$ cat src/rtl/mul4_share_arbiter.sv
// mul4_share_arbiter
//   Round-robin share of one combinational bit-sliced 2x2 multiplier among
//   NREQ requesters. The winning operand set is registered onto m_*, held for
//   one ISSUE cycle, and the multiplier result is captured and returned on a
//   single response channel tagged with the requester ID.
//
// Ports
//   clk, rst_n                  clock (rising edge), async active-low reset
//   req_valid / req_ready       per-requester request handshake (ready one-hot or 0)
//   req_a1/a0/b1/b0             packed operands, requester i at [i*LANES +: LANES]
//   m_a1/a0/b1/b0               registered operands to the shared multiplier
//   m_y3/y2/y1/y0               multiplier result (combinational from m_*)
//   rsp_valid / rsp_ready       response handshake
//   rsp_id, rsp_y3..rsp_y0      response owner ID and captured result
//   op_count                    completed-operation counter, wraps
//
// state | meaning
// ------+-----------------------------------------------------------------
// IDLE  | searching for a winner from rr_ptr; grant and latch operands
// ISSUE | operands stable on m_*; capture multiplier result at clock edge
// RESP  | response held on rsp_*; leave on rsp_ready, advance rr_ptr

module mul4_share_arbiter #(
  parameter int NREQ  = 4,
  parameter int LANES = 16,
  parameter int IDW   = 2
) (
  input  logic                  clk,
  input  logic                  rst_n,
  input  logic [NREQ-1:0]       req_valid,
  output logic [NREQ-1:0]       req_ready,
  input  logic [NREQ*LANES-1:0] req_a1,
  input  logic [NREQ*LANES-1:0] req_a0,
  input  logic [NREQ*LANES-1:0] req_b1,
  input  logic [NREQ*LANES-1:0] req_b0,
  output logic [LANES-1:0]      m_a1,
  output logic [LANES-1:0]      m_a0,
  output logic [LANES-1:0]      m_b1,
  output logic [LANES-1:0]      m_b0,
  input  logic [LANES-1:0]      m_y3,
  input  logic [LANES-1:0]      m_y2,
  input  logic [LANES-1:0]      m_y1,
  input  logic [LANES-1:0]      m_y0,
  output logic                  rsp_valid,
  input  logic                  rsp_ready,
  output logic [IDW-1:0]        rsp_id,
  output logic [LANES-1:0]      rsp_y3,
  output logic [LANES-1:0]      rsp_y2,
  output logic [LANES-1:0]      rsp_y1,
  output logic [LANES-1:0]      rsp_y0,
  output logic [15:0]           op_count
);

  typedef enum logic [1:0] {IDLE, ISSUE, RESP} state_t;

  state_t           state, state_nx;
  logic [IDW-1:0]   rr_ptr, grant_id, winner, rr_ptr_nx;
  logic             found;
  logic             accept, handshake;
  logic [LANES-1:0] sel_a1, sel_a0, sel_b1, sel_b0;
  int               idx;

  // Rotating priority search starting at rr_ptr, wrapping modulo NREQ.
  always_comb begin
    found  = 1'b0;
    winner = '0;
    idx    = 0;
    for (int k = 0; k < NREQ; k++) begin
      idx = (int'(rr_ptr) + k) % NREQ;
      if (!found && req_valid[idx[IDW-1:0]]) begin
        found  = 1'b1;
        winner = idx[IDW-1:0];
      end
    end
  end

  always_comb begin
    sel_a1 = '0;
    sel_a0 = '0;
    sel_b1 = '0;
    sel_b0 = '0;
    for (int i = 0; i < NREQ; i++) begin
      if (winner == IDW'(i)) begin
        sel_a1 = req_a1[i*LANES +: LANES];
        sel_a0 = req_a0[i*LANES +: LANES];
        sel_b1 = req_b1[i*LANES +: LANES];
        sel_b0 = req_b0[i*LANES +: LANES];
      end
    end
  end

  assign accept    = (state == IDLE) && found;
  assign handshake = (state == RESP) && rsp_ready;
  assign rr_ptr_nx = (grant_id == IDW'(NREQ-1)) ? '0 : grant_id + IDW'(1);

  // Qualified with rst_n so no grant is visible while reset is held.
  always_comb begin
    req_ready = '0;
    for (int i = 0; i < NREQ; i++)
      req_ready[i] = rst_n && accept && (winner == IDW'(i));
  end

  always_comb begin
    state_nx = state;
    case (state)
      IDLE:    if (found) state_nx = ISSUE;
      ISSUE:   state_nx = RESP;
      RESP:    if (rsp_ready) state_nx = IDLE;
      default: state_nx = IDLE;
    endcase
  end

  always_ff @(posedge clk or negedge rst_n) begin
    if (!rst_n) state <= IDLE;
    else        state <= state_nx;
  end

  always_ff @(posedge clk or negedge rst_n) begin
    if (!rst_n) begin
      rr_ptr    <= '0;
      grant_id  <= '0;
      m_a1      <= '0;
      m_a0      <= '0;
      m_b1      <= '0;
      m_b0      <= '0;
      rsp_valid <= 1'b0;
      rsp_id    <= '0;
      rsp_y3    <= '0;
      rsp_y2    <= '0;
      rsp_y1    <= '0;
      rsp_y0    <= '0;
      op_count  <= '0;
    end else begin
      if (accept) begin
        m_a1     <= sel_a1;
        m_a0     <= sel_a0;
        m_b1     <= sel_b1;
        m_b0     <= sel_b0;
        grant_id <= winner;
      end
      if (state == ISSUE) begin
        rsp_y3    <= m_y3;
        rsp_y2    <= m_y2;
        rsp_y1    <= m_y1;
        rsp_y0    <= m_y0;
        rsp_id    <= grant_id;
        rsp_valid <= 1'b1;
      end
      if (handshake) begin
        rsp_valid <= 1'b0;
        op_count  <= op_count + 16'd1;
        rr_ptr    <= rr_ptr_nx;
      end
    end
  end

endmodule

$ cat config.mk
export PLATFORM = sky130hd
export DESIGN_NAME = mul4_share_arbiter
export DESIGN_NICKNAME = d
export VERILOG_FILES = /design/src/rtl/mul4_share_arbiter.sv
export SDC_FILE = /design/constraint.sdc
export NUM_CORES = 1
export LEC_CHECK = 0
export ABC_CLOCK_PERIOD_IN_PS = 1790
export CAP_MARGIN = 5
export CORE_AREA = 4 4 184 186
export DETAILED_ROUTE_END_ITERATION = 10
export DIE_AREA = 0 0 188 190
export HOLD_SLACK_MARGIN = 0.02
export PLACE_DENSITY = 0.69
export SYNTH_ARGS = -nofsm -noshare
export SYNTH_HDL_FRONTEND = slang
export SYNTH_SLANG_ARGS = --single-unit
$ cat constraint.sdc
create_clock -name clk -period 1.79 [get_ports clk]
set_input_delay 0.358 -clock clk [delete_from_list [all_inputs] [get_ports clk]]
set_output_delay 0.358 -clock clk [all_outputs]
set_load 0.02 [all_outputs]
==> results of run 1 <==
## state kept, by name, indices dropped and copies added, names as in the netlist, 16 cells and up
name	cells
m_b1	16
m_a0	16
rsp_y0	16
m_a1	16
m_b0	16
rsp_y2	16
rsp_y3	16
op_count	16
rsp_y1	16
## cell type report
class                      count  area [sq um]  share of cell area
inverter                       2         7.507           0.0004994
sequential                   153          3830              0.2548
clock buffer                  18         429.2             0.02855
tap                          442         553.0             0.03679
multi-input combinational    468          4225              0.2811
clock inverter                13         110.1            0.007325
timing repair buffer         559          5874              0.3908
antenna                        1         2.502           0.0001665
## worst max-delay path, delay by kind of cell (launching register included)
family | cells | cell delay, ns
buf+inv | 3 | 0.40
flops | 1 | 0.47
simple gates | 3 | 0.48
compound gates | 1 | 0.19
## synthesized netlist by cell type (11+ instances only)
master / instances
nor2_1: 30
mux2_2: 72
mux2i_1: 25
dfrtp_1: 153
mux2_1: 33
clkbuf_1: 42
o31a_1: 25
nand4_1: 41
buf_2: 11
o31ai_1: 40
a211oi_1: 40
a21oi_1: 42
xnor2_1: 11
a221o_1: 39
nand2_1: 16
## metrics by stage
stage / cell area, sq um / utilization / TNS (ns) / power (uW) / worst slack [ns]
floorplan: 8095 / - / -3.028 / 12900 / -0.09251
global placement: 13650 / 0.4227 / -51.34 / 18900 / -0.8301
detailed placement: 13650 / 0.4227 / -53.63 / 19050 / -0.8401
CTS: 14240 / 0.4410 / -30.42 / 22390 / -0.6108
global route: 15030 / 0.4656 / -34.99 / 24590 / -0.6368
finish: 15030 / 0.4656 / -29.10 / 23370 / -0.5347
## timing repair
item,4_1_cts,5_1_grt
pin swaps,5,60
resized for setup,95,128
buffers inserted,5,11
hold buffers,0,0
setup endpoints to repair,139,113
gates cloned,1,12
## layer usage
metal / GRT usage / wire [um] / vias to the layer above
met5: 0 / 12 / -
met4: 0.05872 / 745 / 2
met3: 0.04789 / 2503 / 39
met2: 0.3154 / 17860 / 439
met1: 0.2180 / 14230 / 4085
li1: - / - / 3722
## cell usage in the layout (no fill, tap or decap), types with 3 or more instances in the layout
cell type	netlist	final
buf_6	7	12
xor2_1	4	4
buf_8	2	5
a21o_1	3	3
buf_4	1	44
mux2_2	72	66
mux2_4	0	39
o31ai_1	40	40
buf_12	0	14
inv_6	0	5
and3_1	5	5
o31a_1	25	25
a211oi_2	10	24
dlymetal6s2s_1	0	45
dlygate4sd2_1	0	73
clkbuf_16	0	26
clkdlybuf4s50_1	0	354
nand4_1	41	41
nand2_1	16	15
xnor2_1	11	11
nor3_4	0	5
mux2i_2	0	4
nor2_1	30	28
mux2i_1	25	19
a21oi_1	42	40
nor2_4	0	3
nand3_1	6	5
buf_16	0	3
a211oi_1	40	25
clkinvlp_4	0	4
dfrtp_1	153	152
a221o_1	39	39
## cells by family after synthesis
kind of cell | after synthesis | share of synthesized area
AOI/OAI and AO/OA | 204 | 0.2001
DFF | 153 | 0.4780
muxes | 130 | 0.1789
and+or+nand+nor | 117 | 0.07732
buffers and inverters | 74 | 0.04623
xor gates and xnor gates | 15 | 0.01640
adders and majority gates | 2 | 0.003124
## power breakdown
part	internal [uW]	switching [uW]
clock	1810	1660
combinational	6960	6900
sequential	5100	942
total	13900	9510
## worst paths after layout
| check | startpoint | to | slack (ns) | depth (start not counted) |
|---|---|---|---|---|
| setup / recovery | rr_ptr[1]$_DFFE_PN0P_ | req_ready[2] | -0.53 | 7 |
| hold / removal | rst_n | m_a0[2]$_DFFE_PN0N_ | 0.09 | 2 |
| setup reg to reg | rr_ptr[1]$_DFFE_PN0P_ | m_b0[3]$_DFFE_PN0N_ | -0.50 | 9 |
| hold reg to reg | op_count[15]$_DFFE_PN0P_ | op_count[15]$_DFFE_PN0P_ | 0.47 | 1 |
| max in group asynchronous | rst_n | m_b0[12]$_DFFE_PN0N_ | 1.04 | 2 |
| min in group clk | op_count[15]$_DFFE_PN0P_ | op_count[15]$_DFFE_PN0P_ | 0.47 | 1 |
==> metrics.txt, run 1 <==
# TYPE chip_impl_metric gauge
chip_impl_info{name="clock-root-buffer",value="clkbuf_16"} 1
chip_impl_metric{name="viasPerCell",unit=""} 5.004
chip_impl_metric{name="clock_sinks",unit=""} 153
chip_impl_metric{name="yosysTopAreaCellShare",unit=""} 0.4780
chip_impl_metric{name="finalWorstSetupSlack",unit="ns"} -0.5347
chip_impl_info{name="hold_path.class",value="in -> async"} 1
chip_impl_info{name="status",value="finished with violations"} 1
chip_impl_metric{name="critical_path_required",unit="ns"} 1.43
chip_impl_metric{name="number_of_enable_type_register_cells_in_the_synthesized_netlist",unit=""} 0
chip_impl_metric{name="maxClockFrequency",unit="GHz"} 0.4302
chip_impl_metric{name="ys.warnings.count",unit=""} 0
chip_impl_info{name="synth_area_leaders",value="dfrtp_1, mux2_2, a221o_1, mux2_1, a211oi_1"} 1
chip_impl_metric{name="area_of_the_die",unit="sq mm"} 0.03572
chip_impl_metric{name="timing.slew.headroom",unit=""} 0.4128
chip_impl_metric{name="vias_in_the_first_global_route",unit=""} 8563
chip_impl_info{name="end_kind",value="output port"} 1
chip_impl_metric{name="maxCapViolCount",unit=""} 0
chip_impl_metric{name="initial_core_utilization",unit=""} 0.2481
chip_impl_metric{name="flow.area_growth_from_synthesis",unit="%"} 87.66
chip_impl_metric{name="cts_buffers",unit=""} 17
chip_impl_metric{name="mapped_avg_cell_area",unit="sq um"} 11.53
chip_impl_metric{name="firstDrtPassIters",unit=""} 5
chip_impl_metric{name="dp_hpwl",unit="mm"} 24.71
chip_impl_metric{name="final_cells",unit=""} 1656
chip_impl_metric{name="final_antenna_net_count",unit=""} 0
chip_impl_metric{name="number_of_library_cell_types_mapped_by_synthesis",unit=""} 42
chip_impl_metric{name="ys_ff_latch",unit=""} 153
chip_impl_info{name="timing.setup.critical_path_class",value="reg -> out"} 1
chip_impl_metric{name="synthesis.instances",unit=""} 695
chip_impl_metric{name="placed_cells_incl_taps",unit=""} 1596
chip_impl_metric{name="ios",unit=""} 478
chip_impl_info{name="violations",value="negative setup slack"} 1
chip_impl_metric{name="remaining_drc_errors",unit=""} 0
chip_impl_metric{name="routabilityCongestion",unit=""} 0.8408
chip_impl_metric{name="power_per_unit_of_standard_cell_area",unit="mW/mm^2"} 1555
chip_impl_metric{name="wl_per_cell",unit="um"} 21.34
chip_impl_info{name="cell_accounting_for_the_most_synthesized_area",value="dfrtp_1"} 1
chip_impl_metric{name="timing.final.crit_period",unit="ns"} 2.325
chip_impl_metric{name="clock_latency",unit="ns"} 0.43
chip_impl_metric{name="async_reset_ff_frac",unit=""} 1.000
chip_impl_metric{name="first_iter_violations",unit=""} 360
chip_impl_info{name="setup.worst_path.start_class",value="flip-flop"} 1
chip_impl_metric{name="synthesis.area",unit="sq mm"} 0.008010
chip_impl_metric{name="port-buffer-count",unit=""} 477
chip_impl_metric{name="synth.net_count",unit=""} 1024
chip_impl_metric{name="finalHoldViolations",unit=""} 0
chip_impl_metric{name="cts.path.max_buffers",unit=""} 2
chip_impl_metric{name="timing.clock.skew",unit="ns"} 0.01382
chip_impl_info{name="postSynth.topFlopCell",value="dfrtp_1"} 1
chip_impl_metric{name="groute.usage.overall",unit=""} 0.1809
chip_impl_info{name="critPathSlowestCell",value="dfrtp_2"} 1
chip_impl_info{name="timing.critical_path.cells",value="nand2b_4, a21oi_4, nor3_4, buf_12, buf_8, nor3_4, buf_12"} 1
chip_impl_metric{name="die_w",unit="um"} 188
chip_impl_info{name="rsz_0062_raised_after_global_routing",value="true"} 1
chip_impl_metric{name="drv_slew",unit=""} 0
chip_impl_metric{name="final_layout_size_suffix_gt1_frac",unit=""} 0.2267
chip_impl_metric{name="p_leak",unit="uW"} 0.006602
chip_impl_metric{name="fillers",unit=""} 2907
chip_impl_metric{name="maximum_number_of_pins_on_one_net_before_global_route_repair",unit=""} 154
chip_impl_metric{name="chipHeight",unit="um"} 190
chip_impl_metric{name="critical_path.max_fanout",unit=""} 7
chip_impl_metric{name="rows",unit=""} 66
chip_impl_metric{name="fp.coreArea",unit="sq mm"} 0.03229
chip_impl_metric{name="arrival",unit="ns"} 1.97
chip_impl_metric{name="period_share",unit=""} 1.299
chip_impl_metric{name="final-setup-viol-count",unit=""} 68
chip_impl_metric{name="synth.yosys.seq_area_share",unit=""} 0.4780
chip_impl_metric{name="grt_first_pass_wirelength",unit="mm"} 50.72
chip_impl_metric{name="via_count",unit=""} 8287
chip_impl_metric{name="final_stage_net_count",unit=""} 1530
chip_impl_metric{name="whs",unit="ns"} 0.08664
chip_impl_metric{name="worst_slew_pin_slew",unit="ns"} 0.8808
chip_impl_metric{name="htree_num_levels",unit=""} 4
chip_impl_metric{name="ir_drop",unit="uV"} 908.1
chip_impl_metric{name="crit_path_max_incr_delay",unit="ns"} 0.47
chip_impl_info{name="cts_tree",value="yes"} 1
chip_impl_metric{name="grt_antenna_before_repair",unit=""} 2
chip_impl_metric{name="global_route.overflow_total",unit=""} 0
chip_impl_metric{name="postRouteWirelength",unit="mm"} 35.35
chip_impl_metric{name="path_clk_slew",unit="ns"} 0.07
Power figures use the tool's default switching activity.
==> run 2, diff against run 1 <==
SLEW_MARGIN = 20   (was not set)
==> results of run 2 <==
No change in the layout: final DEF, timing and power equal those of run 1.
